File: src/rtl/divider_16bit_seq_pkg.sv
// rtl/divider_16bit_seq_pkg.sv - shared types and constants for the sequential divider
//
// Purpose : state encoding, default operand width and the divide-by-zero
//           quotient pattern shared by the divider top and its step unit.
// Ports   : none (package).

package divider_16bit_seq_pkg;

    localparam int DEFAULT_WIDTH = 16;

    // Quotient reported when the divisor is zero.
    localparam logic [DEFAULT_WIDTH-1:0] DIV0_QUOTIENT = '1;

    typedef enum logic [1:0] {
        ST_IDLE = 2'd0,
        ST_RUN  = 2'd1,
        ST_DONE = 2'd2
    } state_t;

endpackage

File: src/rtl/divider_16bit_seq_step_sub.sv
// rtl/divider_16bit_seq_step_sub.sv - combinational trial subtract for one restoring step
//
// Purpose : computes diff = rs - {0, divisor} as a WIDTH+1-bit two's-complement
//           add (inverted divisor plus carry-in of one). ge is set when the
//           result is non-negative, i.e. the divisor fits into rs.
// Ports   : rs_i      [WIDTH:0]   shifted partial remainder
//           divisor_i [WIDTH-1:0] divisor
//           diff_o    [WIDTH:0]   rs_i - divisor_i
//           ge_o                  rs_i >= divisor_i

module div_step_sub
    import divider_16bit_seq_pkg::*;
#(
    parameter int WIDTH = DEFAULT_WIDTH
) (
    input  logic [WIDTH:0]   rs_i,
    input  logic [WIDTH-1:0] divisor_i,
    output logic [WIDTH:0]   diff_o,
    output logic             ge_o
);

    logic [WIDTH:0] subtrahend_n;

    assign subtrahend_n = ~{1'b0, divisor_i};
    assign diff_o       = rs_i + subtrahend_n + {{WIDTH{1'b0}}, 1'b1};
    assign ge_o         = ~diff_o[WIDTH];

endmodule

File: src/rtl/divider_16bit_seq.sv
// rtl/divider_16bit_seq.sv - iterative unsigned restoring divider, one quotient bit per clock
//
// Purpose : accepts a dividend/divisor pair on start while not busy, then
//           produces one quotient bit per clock for WIDTH clocks. done pulses
//           for one cycle with the result; results hold until the next
//           completion or reset. A zero divisor completes immediately with
//           an all-ones quotient, remainder = dividend and div_by_zero set.
// Ports   : clk         system clock, rising edge
//           rst         asynchronous active-high reset
//           start       request, sampled only when busy is low
//           dividend    numerator, captured on the accepting edge
//           divisor     denominator, captured on the accepting edge
//           busy        high while iterating
//           done        one-cycle completion pulse
//           quotient    result quotient
//           remainder   result remainder
//           div_by_zero last completed operation had a zero divisor

module divider_16bit_seq
    import divider_16bit_seq_pkg::*;
#(
    parameter int WIDTH = DEFAULT_WIDTH
) (
    input  logic             clk,
    input  logic             rst,
    input  logic             start,
    input  logic [WIDTH-1:0] dividend,
    input  logic [WIDTH-1:0] divisor,
    output logic             busy,
    output logic             done,
    output logic [WIDTH-1:0] quotient,
    output logic [WIDTH-1:0] remainder,
    output logic             div_by_zero
);

    localparam int              CW        = $clog2(WIDTH) + 1;
    localparam logic [CW-1:0]   LAST_STEP = CW'(WIDTH - 1);
    localparam logic [WIDTH-1:0] ALL_ONES = {WIDTH{1'b1}};

    state_t           state_q;
    logic [CW-1:0]    count_q;
    logic [WIDTH-1:0] divisor_q;
    logic [WIDTH-1:0] q_q;
    // The partial remainder is always below the divisor between steps, so its
    // WIDTH+1-th bit is always zero and only WIDTH bits are stored.
    logic [WIDTH-1:0] r_q;
    logic [WIDTH-1:0] quotient_q;
    logic [WIDTH-1:0] remainder_q;
    logic             dbz_q;
    logic             busy_q;
    logic             done_q;

    logic [WIDTH:0]   rs;
    logic [WIDTH:0]   diff;
    logic             ge;
    logic [WIDTH-1:0] r_d;
    logic [WIDTH-1:0] q_d;

    assign rs = {1'b0, r_q, q_q[WIDTH-1]};

    div_step_sub #(
        .WIDTH (WIDTH)
    ) u_step (
        .rs_i      (rs),
        .divisor_i (divisor_q),
        .diff_o    (diff),
        .ge_o      (ge)
    );

    // Restoring step: keep the difference when the divisor fit, else keep the
    // shifted remainder. The sign of diff selects; ge becomes the quotient bit.
    assign r_d = diff[WIDTH] ? rs[WIDTH-1:0] : diff[WIDTH-1:0];
    assign q_d = {q_q[WIDTH-2:0], ge};

    always_ff @(posedge clk or posedge rst) begin
        if (rst) begin
            state_q     <= ST_IDLE;
            count_q     <= '0;
            divisor_q   <= '0;
            q_q         <= '0;
            r_q         <= '0;
            quotient_q  <= '0;
            remainder_q <= '0;
            dbz_q       <= 1'b0;
            busy_q      <= 1'b0;
            done_q      <= 1'b0;
        end else begin
            case (state_q)
                ST_IDLE, ST_DONE: begin
                    state_q <= ST_IDLE;
                    done_q  <= 1'b0;
                    busy_q  <= 1'b0;
                    // DONE also accepts, giving back-to-back operation.
                    if (start) begin
                        divisor_q <= divisor;
                        q_q       <= dividend;
                        r_q       <= '0;
                        count_q   <= '0;
                        dbz_q     <= 1'b0;
                        if (divisor == '0) begin
                            state_q     <= ST_DONE;
                            done_q      <= 1'b1;
                            quotient_q  <= ALL_ONES;
                            remainder_q <= dividend;
                            dbz_q       <= 1'b1;
                        end else begin
                            state_q <= ST_RUN;
                            busy_q  <= 1'b1;
                        end
                    end
                end
                ST_RUN: begin
                    r_q     <= r_d;
                    q_q     <= q_d;
                    count_q <= count_q + 1'b1;
                    if (count_q == LAST_STEP) begin
                        state_q     <= ST_DONE;
                        busy_q      <= 1'b0;
                        done_q      <= 1'b1;
                        quotient_q  <= q_d;
                        remainder_q <= r_d;
                    end
                end
                default: begin
                    state_q <= ST_IDLE;
                    busy_q  <= 1'b0;
                    done_q  <= 1'b0;
                end
            endcase
        end
    end

    assign busy        = busy_q;
    assign done        = done_q;
    assign quotient    = quotient_q;
    assign remainder   = remainder_q;
    assign div_by_zero = dbz_q;

endmodule

File: config.mk
export PLATFORM = sky130hd
export DESIGN_NAME = divider_16bit_seq
export DESIGN_NICKNAME = d
export VERILOG_FILES = /design/src/rtl/divider_16bit_seq_pkg.sv /design/src/rtl/divider_16bit_seq_step_sub.sv /design/src/rtl/divider_16bit_seq.sv
export SDC_FILE = /design/constraint.sdc
export NUM_CORES = 1
export LEC_CHECK = 0
export BUFFER_PORTS_ARGS = -buffer_cell sky130_fd_sc_hd__buf_2
export CORE_ASPECT_RATIO = 0.5
export CORE_MARGIN = 5
export CORE_UTILIZATION = 44
export DETAILED_ROUTE_END_ITERATION = 8
export GPL_TIMING_DRIVEN = 1
export SYNTH_ARGS = -nofsm -noshare
export SYNTH_HDL_FRONTEND = slang
export SYNTH_SLANG_ARGS = --single-unit
File: constraint.sdc
create_clock -name clk -period 6.45 [get_ports clk]
set_clock_uncertainty 0.15 [all_clocks]
set_input_delay 0.3225 -clock clk [delete_from_list [all_inputs] [get_ports clk]]
set_output_delay 0.3225 -clock clk [all_outputs]
set_load 0.02 [all_outputs]
==> impl_metrics.csv, run 1 <==
group,metric,value,unit
logic_synthesis,synth_area,0.00482,mm2
pwr,seq_power_share,26.8,%
global_routing,grt_usage,19.6,%
final_layout,fill_cells,1067,
timing,tns,0,ns
logic_synthesis,synth_top_family_by_area,"compound AO/OA/AOI/OAI gates",
timing,fin_crit,3.40,ns
logic_synthesis,syn-num-nets,601,
route,routed_wl,12.5,mm
floorplan,boundaryPins,70,
floorplan,start_util,44.4,%
final_layout,synthToLayoutAreaGrowth,15.0,%
critical_path,arrival,3.46,ns
placement,io_buffers,69,
timing,fmax,295,MHz
logic_synthesis,synth_fa_ha_area_share,5.09,%
logic_synthesis,synth_compound_area_share,22.4,%
pwr,power_frac_comb,57.7,%
pwr,switching_share,46.6,%
timing,rsz0062_at_grt,"false",
final_layout,finalNetCount,650,
global_routing,grt_antenna_before_repair,0,
final_layout,diodes,0,
floorplan,core,0.0108,mm2
logic_synthesis,synth-xor-area-share,1.27,%
timing,tightest_slew,1.10,ns
pwr,p_leak,2.49,nW
pwr,intPower,2.01,mW
min_path,hold_class,"in2reg",
placement,place_congestion,0.857,
global_routing,gr-total-overflow,0,
logic_synthesis,synth_seq_cells,89,
critical_path,worst_path_max_delay_cell,"nand2b_1",
pwr,pwr-share-clk,15.5,%
logic_synthesis,ys_seq_area_share,46.2,%
critical_path,path_class,"reg2reg",
pwr,finalPower,3.76,mW
critical_path,worstPathRequired,6.51,ns
final_layout,ff_latch_area,0.00223,mm2
pwr,power_switching,1.75,mW
logic_synthesis,syn_inst,547,
global_routing,grt_start_max_net_pins,88,
flow_run,cap_violations,0,
global_routing,grt_pass1_vias,3874,
critical_path,startpoint_type,"register",
timing,holdWs,0.0442,ns
cts,h-tree-depth,3,
route,viasPerCell,5.47,
route,dr.pass1.iters,5,
logic_synthesis,avgSynthCellArea,8.81,um2
timing,final-hold-violation-count,0,
critical_path,cp_max_fo,52,
logic_synthesis,yosysUniqueCellTypes,61,
cts,clock_latency,0.35,ns
final_layout,final_core_util,51.1,%
pwr,ir_drop,0.000190,V
critical_path,endpoint_kind,"register",
cts,cts_sinks,89,
critical_path,slowest_delay,0.66,ns
route,drcViolationCount,0,
route,drt-initial-drc-count,310,
outcome,status,"finished clean",
placement,dp_cells,729,
logic_synthesis,synthSimpleGateAreaFrac,17.2,%
final_layout,fin_cells,746,
logic_synthesis,synth_mux_area_share,2.29,%
floorplan,fp.dieW,158,um
timing,setup_viol,0,
pwr,power_density,678,mW/mm2
route,wl_per_cell,16.8,um
final_layout,multi_input_area,0.00234,mm2
critical_path,cp_cell_sequence,"nand2b_1, nor2_1, nor2_1, inv_2, o21ai_0, o211ai_2",
final_layout,drive_gt1_share,17.6,%
global_routing,grt_pass1_wl,20.7,mm
timing,drv_slew,0,
cts,cts_tree,"yes",
critical_path,cp_common_cell,"nor2_1",
placement,dp_hpwl,8.96,mm
timing,period_share,52.6,%
route,final_antenna_net_count,0,
cts,numCtsBuffers,9,
route,vias,4083,
floorplan,die_area,0.0133,mm2
cts,ctsRootBufferMaster,"clkbuf_16",
floorplan,die_h,84.0,um
cts,postCtsSetupBuffers,0,
cts,clock_path_buffers,2,
floorplan,std_cell_rows,27,
timing,relSlewSlack,26.8,%
logic_synthesis,synth_warnings,0,
cts,clk_pin_slew,0.07,ns
[power by group through the flow]
stage          registers [mW]  logic, mW  clock network (mW)
3_3_place_gp             1.01       2.12                   0
4_1_cts                  1.00       2.17               0.594
5_1_grt                  1.04       2.43               0.620
2_1_floorplan            1.09       1.61                   0
6_report                 1.01       2.17               0.584
3_5_place_dp             1.01       2.15                   0
[routing by layer]
layer	routed length (um)	global-route usage, %	vias to the layer above
met4	176	5.03	0
li1	-	-	2028
met2	5040	27.1	113
met5	0	0	-
met1	6650	31.0	1927
met3	660	3.83	15
[repair_timing]
item | in CTS | in global routing
hold endpoints to repair | 2 | 0
hold buffers | 1 | 0
gates resized for setup | 0 | 0
[cell type report]
cell class / instances / share of cell area [%]
clock buffer: 11 / 4.38
timing repair buffer: 73 / 6.82
inverter: 23 / 1.58
tap: 145 / 3.27
clock inverter: 5 / 1.56
sequential: 89 / 40.2
multi-input combinational: 400 / 42.2
[cell usage in the layout, fill, tap and decap left out, drive strengths merged, types with 5 or more instances in the layout]
cell type / netlist / routed
a31oi: 19 / 19
a21o: 5 / 5
dfrtp: 89 / 89
o22ai: 8 / 8
clkbuf: 21 / 11
mux2i: 8 / 8
nand2: 86 / 86
nor2: 56 / 56
xnor2: 7 / 7
o211ai: 9 / 9
o21ai: 61 / 61
or3: 5 / 5
nand2b: 8 / 8
a211oi: 5 / 5
ha: 18 / 18
a21oi: 45 / 45
buf: 14 / 72
inv: 23 / 24
nand3: 9 / 9
[path summary, 6_finish.rpt]
check	start	to	slack, ns	cells past startpoint
worst max register to register	state_q[0]$_DFFE_PP0N_	remainder[11]$_DFFE_PP0P_	3.05	6
min in group asynchronous	rst	quotient[5]$_DFFE_PP0P_	0.21	3
worst min register to register	count_q[4]$_DFFE_PP0P_	count_q[4]$_DFFE_PP0P_	0.33	2
max in group asynchronous	rst	divisor_q[9]$_DFFE_PP0P_	4.70	4
worst max-delay path	state_q[0]$_DFFE_PP0N_	remainder[11]$_DFFE_PP0P_	3.05	6
worst min-delay path	divisor[13]	divisor_q[13]$_DFFE_PP0P_	0.04	3
[critical path, delay by kind of cell (launching register included)]
kind	cells	cell delay, ns
AOI/OAI and AO/OA	2	0.55
buffers and inverters	1	0.55
DFF	1	0.43
and+or+nand+nor	3	1.57
[cells by family after synthesis]
| kind of cell | after synthesis |
|---|---|
| buffers and inverters | 58 |
| AOI/OAI and AO/OA | 174 |
| adders and majority gates | 19 |
| and+or+nand+nor | 190 |
| xor gates and xnor gates | 7 |
| muxes | 10 |
| DFF | 89 |
[metrics by stage]
step	worst slack, ns	area, um2
after floorplan	3.67	4820
after global placement	3.06	5200
after global routing	2.73	5540
final	3.05	5540
after CTS	3.06	5540
after detailed placement	3.11	5200
[flip-flops by register name (all words and copies together) (netlist names)]
name         count
divisor_q       16
q_q             16
quotient        16
r_q             16
remainder       16
count_q          5
busy             1
div_by_zero      1
done             1
state_q          1
[synthesized netlist by cell type (all sizes together)]
master	n	share of area, %
dfrtp	89	46
nand2	86	6.7
o21ai	61	6.4
nor2	56	4.4
a21oi	45	4.8
inv	23	1.8
clkbuf	21	1.6
a31oi	19	2.5
ha	18	4.7
buf	14	2.0
nand3	9	0.93
o211ai	9	1.5
mux2i	8	1.7
nand2b	8	1.0
o22ai	8	1.2
xnor2	7	1.3
a211oi	5	1.2
a21o	5	0.78
or3	5	0.65
a32oi	4	0.73
nor3	4	0.42
nor4	4	0.52
o21a	4	0.62
a2111oi	3	0.55
and2	3	0.39
nand4	3	0.39
nor2b	3	0.39
a22oi	2	0.42
and3	2	0.29
and4	2	0.39
mux2	2	0.55
nor3b	2	0.31
o2111ai	2	0.49
o31ai	2	0.31
a2111o	1	0.23
a211o	1	0.18
a221o	1	0.21
a22o	1	0.18
a311oi	1	0.18
and2b	1	0.16
and3b	1	0.18
fa	1	0.42
or2	1	0.13
Power figures use the tool's default switching activity.
==> run 2, diff against run 1 <==
==> constraint.sdc (replaced) <==
create_clock -name clk -period 3.55 [get_ports clk]
set_clock_uncertainty 0.15 [all_clocks]
set_input_delay 0.1775 -clock clk [delete_from_list [all_inputs] [get_ports clk]]
set_output_delay 0.1775 -clock clk [all_outputs]
set_load 0.02 [all_outputs]
==> run 2 against run 1 <==
  * Maximum frequency increased by 15%
  * Wire length up 3.5%
  * Non-clock buffer count is 39 higher
  * Largest cell class unchanged
==> impl_metrics.csv, run 2 (synthesis gave the netlist of run 1 again) <==
group,metric,value,unit
outcome,status,"finished clean",
final_layout,final_core_util,54.4,%
timing,holdWs,0.0195,ns
global_routing,gr-total-overflow,0,
placement,post_dp_cell_area,0.00526,mm2
route,vias,4240,
critical_path,startpoint_type,"register",
timing,period_share,83.0,%
min_path,min_from,"dividend[15]",
final_layout,ff_latch_area,0.00223,mm2
timing,setup_viol,0,
floorplan,fp.dieW,158,um
cts,cts_tree,"yes",
placement,dp_cells,737,
global_routing,grt_antenna_before_repair,0,
final_layout,drive_gt1_share,17.8,%
route,wl_per_cell,16.5,um
cts,h-tree-depth,3,
floorplan,std_cell_rows,27,
final_layout,fin_cells,785,
cts,clock_path_buffers,2,
pwr,finalPower,6.92,mW
cts,numCtsBuffers,9,
pwr,ir_drop,0.000427,V
critical_path,r2r-end,"r_q[8]$_DFFE_PP0P_",
route,drt-initial-drc-count,342,
critical_path,worstPathRequired,3.61,ns
pwr,power_density,1170,mW/mm2
final_layout,final_cell_mix,"dfrtp_1, nand2_1, buf_2, nor2_1, o21ai_0",
floorplan,die_h,84.0,um
timing,relSlewSlack,45.0,%
route,final_antenna_net_count,0,
cts,clock_latency,0.34,ns
critical_path,r2r-start,"divisor_q[0]$_DFFE_PP0P_",
min_path,hold_depth,3,
cts,ctsRootBufferMaster,"clkbuf_16",
global_routing,grt_pass1_wl,21.1,mm
final_layout,multi_input_area,0.00234,mm2
pwr,p_leak,2.65,nW
cts,postCtsSetupBuffers,0,
floorplan,core,0.0108,mm2
final_layout,diodes,0,
timing,final-hold-violation-count,0,
global_routing,grt_pass1_vias,3907,
timing,tns,0,ns
critical_path,arrival,3.00,ns
flow_run,cap_violations,0,
cts,clk_pin_slew,0.06,ns
min_path,hold_end,"q_q[15]$_DFFE_PP0P_",
floorplan,die_area,0.0133,mm2
critical_path,path_class,"reg2reg",
timing,fin_crit,2.95,ns
final_layout,finalNetCount,689,
critical_path,endpoint_kind,"register",
final_layout,fill_cells,993,
route,dr.pass1.iters,5,
min_path,hold_class,"in2reg",
route,drcViolationCount,0,
final_layout,layout_commonest_cell,"dfrtp_1",
route,viasPerCell,5.40,
timing,drv_slew,0,
placement,io_buffers,69,
global_routing,grt_usage,20.0,%
global_routing,grt_start_max_net_pins,49,
critical_path,rrSetupSlack,0.60,ns
cts,cts_sinks,89,
floorplan,start_util,44.4,%
floorplan,boundaryPins,70,
critical_path,cp_max_fo,14,
timing,rsz0062_at_grt,"false",
timing,setup_ws,0.605,ns
final_layout,stdcell_area,0.00590,mm2
route,routed_wl,13.0,mm
timing,tightest_slew,0.826,ns
placement,dp_slack,0.655,ns
final_layout,synthToLayoutAreaGrowth,22.5,%
critical_path,worst-r2r-cell-count,9,
placement,dp_hpwl,9.18,mm
timing,fmax,340,MHz
placement,place_congestion,0.853,
## run 2: cell count changes in the layout (fill, tap and decap cells not counted)
cell	change
dlygate4sd3_1	+31
clkinvlp_4	+1
clkbuf_8	-1
buf_4	+8
clkinv_2	+1
inv_6	-1
## run 2: worst max path at each step
| stage | startpoint | end | depth (start not counted) |
|---|---|---|---|
| floorplan | rst | busy$_DFFE_PP0N_ | 1 |
| global placement | r_q[12]$_DFFE_PP0P_ | r_q[8]$_DFFE_PP0P_ | 8 |
| detailed placement | divisor_q[0]$_DFFE_PP0P_ | remainder[5]$_DFFE_PP0P_ | 9 |
| CTS | divisor[3] | quotient[6]$_DFFE_PP0P_ | 11 |
| global route | divisor[3] | quotient[8]$_DFFE_PP0P_ | 11 |
| finish | divisor_q[0]$_DFFE_PP0P_ | r_q[8]$_DFFE_PP0P_ | 9 |
## run 2: repair_timing
action | in CTS | in global routing
hold endpoints to repair | 71 | 0
gates resized for setup | 0 | 0
hold buffers | 32 | 0
## run 2: critical path: stages, from the launching register on
cell      delay [ns]
dfrtp_1         0.38
ha_1            0.23
fa_1            0.40
nand2b_1        0.19
a21o_1          0.22
a211oi_2        0.31
a211o_1         0.15
buf_4           0.25
mux2i_1         0.40
o21ai_0         0.14
## run 2: routing by layer
layer  up-vias  global-route usage (%)  share of wire, %
met3         9                    3.68               6.4
met2       132                    28.1                42
met4         0                    4.64              0.86
li1       2099                       -                 -
met1      2000                    31.5                51
met5         -                       0                 0
## run 2: power by group
group          switching, mW  internal (mW)
combinational           2.52           1.56
sequential             0.296           1.52
clock                  0.402          0.620
## run 2: final cells by class
cell class,count,area share (%)
multi-input combinational,400,39.6
sequential,89,37.7
timing repair buffer,112,12.7
clock buffer,10,3.88
tap,145,3.07
clock inverter,6,1.53
inverter,23,1.48
==> run 3, diff against run 2 <==
==> constraint.sdc (replaced) <==
create_clock -name clk -period 2.9 [get_ports clk]
set_clock_uncertainty 0.15 [all_clocks]
set_input_delay 0.145 -clock clk [delete_from_list [all_inputs] [get_ports clk]]
set_output_delay 0.145 -clock clk [all_outputs]
set_load 0.02 [all_outputs]
==> run 3 against run 2 <==
  * Hold slack better by 0.11 ns
  * First-iteration DRC count down 37%
  * Count of clock-buffer cells in the layout unchanged
  * Final area up 2.4%
  * Cell count up 2.0%
  * Largest power group unchanged
  * Highest routed layer unchanged
==> impl_metrics.csv, run 3 (synthesis gave the netlist of run 1 again) <==
group,metric,value,unit
timing,setup_viol,0,
final_layout,diodes,0,
outcome,status,"finished clean",
cts,cts_sinks,89,
timing,drv_slew,0,
floorplan,start_util,44.4,%
critical_path,cp_cell_sequence,"inv_1, ha_1, fa_1, nand2b_4, a21o_1, a211oi_2, buf_4, a211oi_2, buf_6, a2111o_1, o211ai_1",
global_routing,grt_usage,20.7,%
route,drt-met1-wl,6.92,mm
route,highest_layer,"met4",
final_layout,finalNetCount,705,
route,final_antenna_net_count,0,
final_layout,synthToLayoutAreaGrowth,25.5,%
critical_path,rrSetupSlack,0.13,ns
global_routing,grt_start_max_net_pins,59,
floorplan,die_area,0.0133,mm2
critical_path,r2r-end,"remainder[13]$_DFFE_PP0P_",
timing,tns,0,ns
timing,fmax,361,MHz
final_layout,final_core_util,55.8,%
route,dr.pass1.iters,5,
final_layout,layout_commonest_cell,"dfrtp_1",
cts,numCtsBuffers,9,
min_path,min_from,"start",
critical_path,startpoint_type,"register",
critical_path,endpoint_kind,"register",
critical_path,worst_path_max_delay_cell,"fa_1",
placement,dp_hpwl,9.59,mm
timing,period_share,95.5,%
cts,clock_latency,0.35,ns
global_routing,grt_antenna_before_repair,0,
timing,tightest_slew,0.601,ns
floorplan,core,0.0108,mm2
route,dr_wl_met3,702,um
critical_path,cp-startpoint,"q_q[15]$_DFFE_PP0P_",
timing,fin_crit,2.77,ns
route,viasPerCell,5.36,
critical_path,worstPathRequired,3.01,ns
floorplan,fp.dieW,158,um
critical_path,cp-endpoint,"remainder[13]$_DFFE_PP0P_",
pwr,power_density,1450,mW/mm2
critical_path,slowest_delay,0.41,ns
placement,io_buffers,69,
critical_path,arrival,2.88,ns
critical_path,cp_top_family,"compound AO/OA/AOI/OAI gates",
critical_path,cp_max_fo,12,
final_layout,final_cell_mix,"dfrtp_1, nand2_1, buf_2, nor2_1, o21ai_0",
critical_path,path_class,"reg2reg",
floorplan,boundaryPins,70,
timing,final-hold-violation-count,0,
critical_path,r2r-start,"q_q[15]$_DFFE_PP0P_",
pwr,ir_drop,0.000477,V
critical_path,cp_common_cell,"a211oi_2",
flow_run,cap_violations,0,
route,drcViolationCount,0,
placement,place_congestion,0.846,
cts,clk_pin_slew,0.07,ns
route,drt-initial-drc-count,216,
floorplan,die_h,84.0,um
critical_path,worst-r2r-cell-count,11,
cts,h-tree-depth,3,
final_layout,drive_gt1_share,20.7,%
pwr,p_leak,2.71,nW
timing,rsz0062_at_grt,"false",
route,routed_wl,13.3,mm
critical_path,crit_cells,11,
floorplan,std_cell_rows,27,
timing,relSlewSlack,58.9,%
cts,clock_path_buffers,2,
global_routing,grt_pass1_wl,21.8,mm
route,vias,4292,
cts,cts_tree,"yes",
route,wl_per_cell,16.6,um
route,met2_length,5.49,mm
timing,holdWs,0.130,ns
global_routing,grt_pass1_vias,4108,
critical_path,cp.buffers_inverters,3,
global_routing,gr-total-overflow,0,
cts,ctsRootBufferMaster,"clkbuf_16",
min_path,hold_class,"in2reg",
-- run 3: final cells by class --
| type | instances | area [um2] |
|---|---|---|
| clock inverter | 6 | 51.3 |
| timing repair buffer | 128 | 895 |
| fill | 1011 | 4800 |
| sequential | 89 | 2230 |
| clock buffer | 10 | 229 |
| multi-input combinational | 400 | 2370 |
| inverter | 23 | 87.6 |
| tap | 145 | 181 |
-- run 3: metal layers --
layer  vias to the layer above  track usage [%]
met1                      2031             32.2
met3                        12             4.82
li1                       2138                -
met2                       111             28.8
met5                         -                0
met4                         0             4.80
-- run 3: tightest hold or removal path: cells and delay by family --
family,cells,cell delay (ns)
AND/OR/NAND/NOR,2,0.18
AO/OA/AOI/OAI,1,0.16
buffers and inverters,1,0.11
-- run 3: power by group --
part           leakage, nW  switching, mW  internal, mW  total [mW]
clock network        0.127          0.516         0.591        1.11
registers             1.05          0.393          1.86        2.26
logic                 1.53           3.16          2.23        5.39
total                 2.71           4.07          4.69        8.75
-- run 3: worst min path at each step --
stage                                     endpoint  slack, ns  depth (start not counted)
final                      div_by_zero$_DFFE_PP0P_       0.13                          4
after global routing       div_by_zero$_DFFE_PP0P_       0.16                          4
after CTS                  div_by_zero$_DFFE_PP0P_       0.13                          4
after detailed placement   quotient[5]$_DFFE_PP0P_       0.07                          2
after global placement     quotient[4]$_DFFE_PP0P_       0.07                          2
after floorplan           divisor_q[0]$_DFFE_PP0P_       0.10                          2
-- run 3: through the flow --
stage	setup slack, ns	power [mW]	instances	cell area (um2)
after global routing	0.00374	9.51	801	6050
after detailed placement	0.0764	7.35	751	5380
final	0.130	8.75	801	6050
after CTS	0.0726	8.52	800	5990
after floorplan	0.298	6.00	547	4820
after global placement	0.176	7.28	751	5380
-- run 3: what timing repair did --
action                                  CTS  global route
endpoints found under the setup margin    0            28
endpoints found under the hold margin    70             0
gates resized for setup                   0            13
hold buffers                             33             0
setup buffers                             0             1
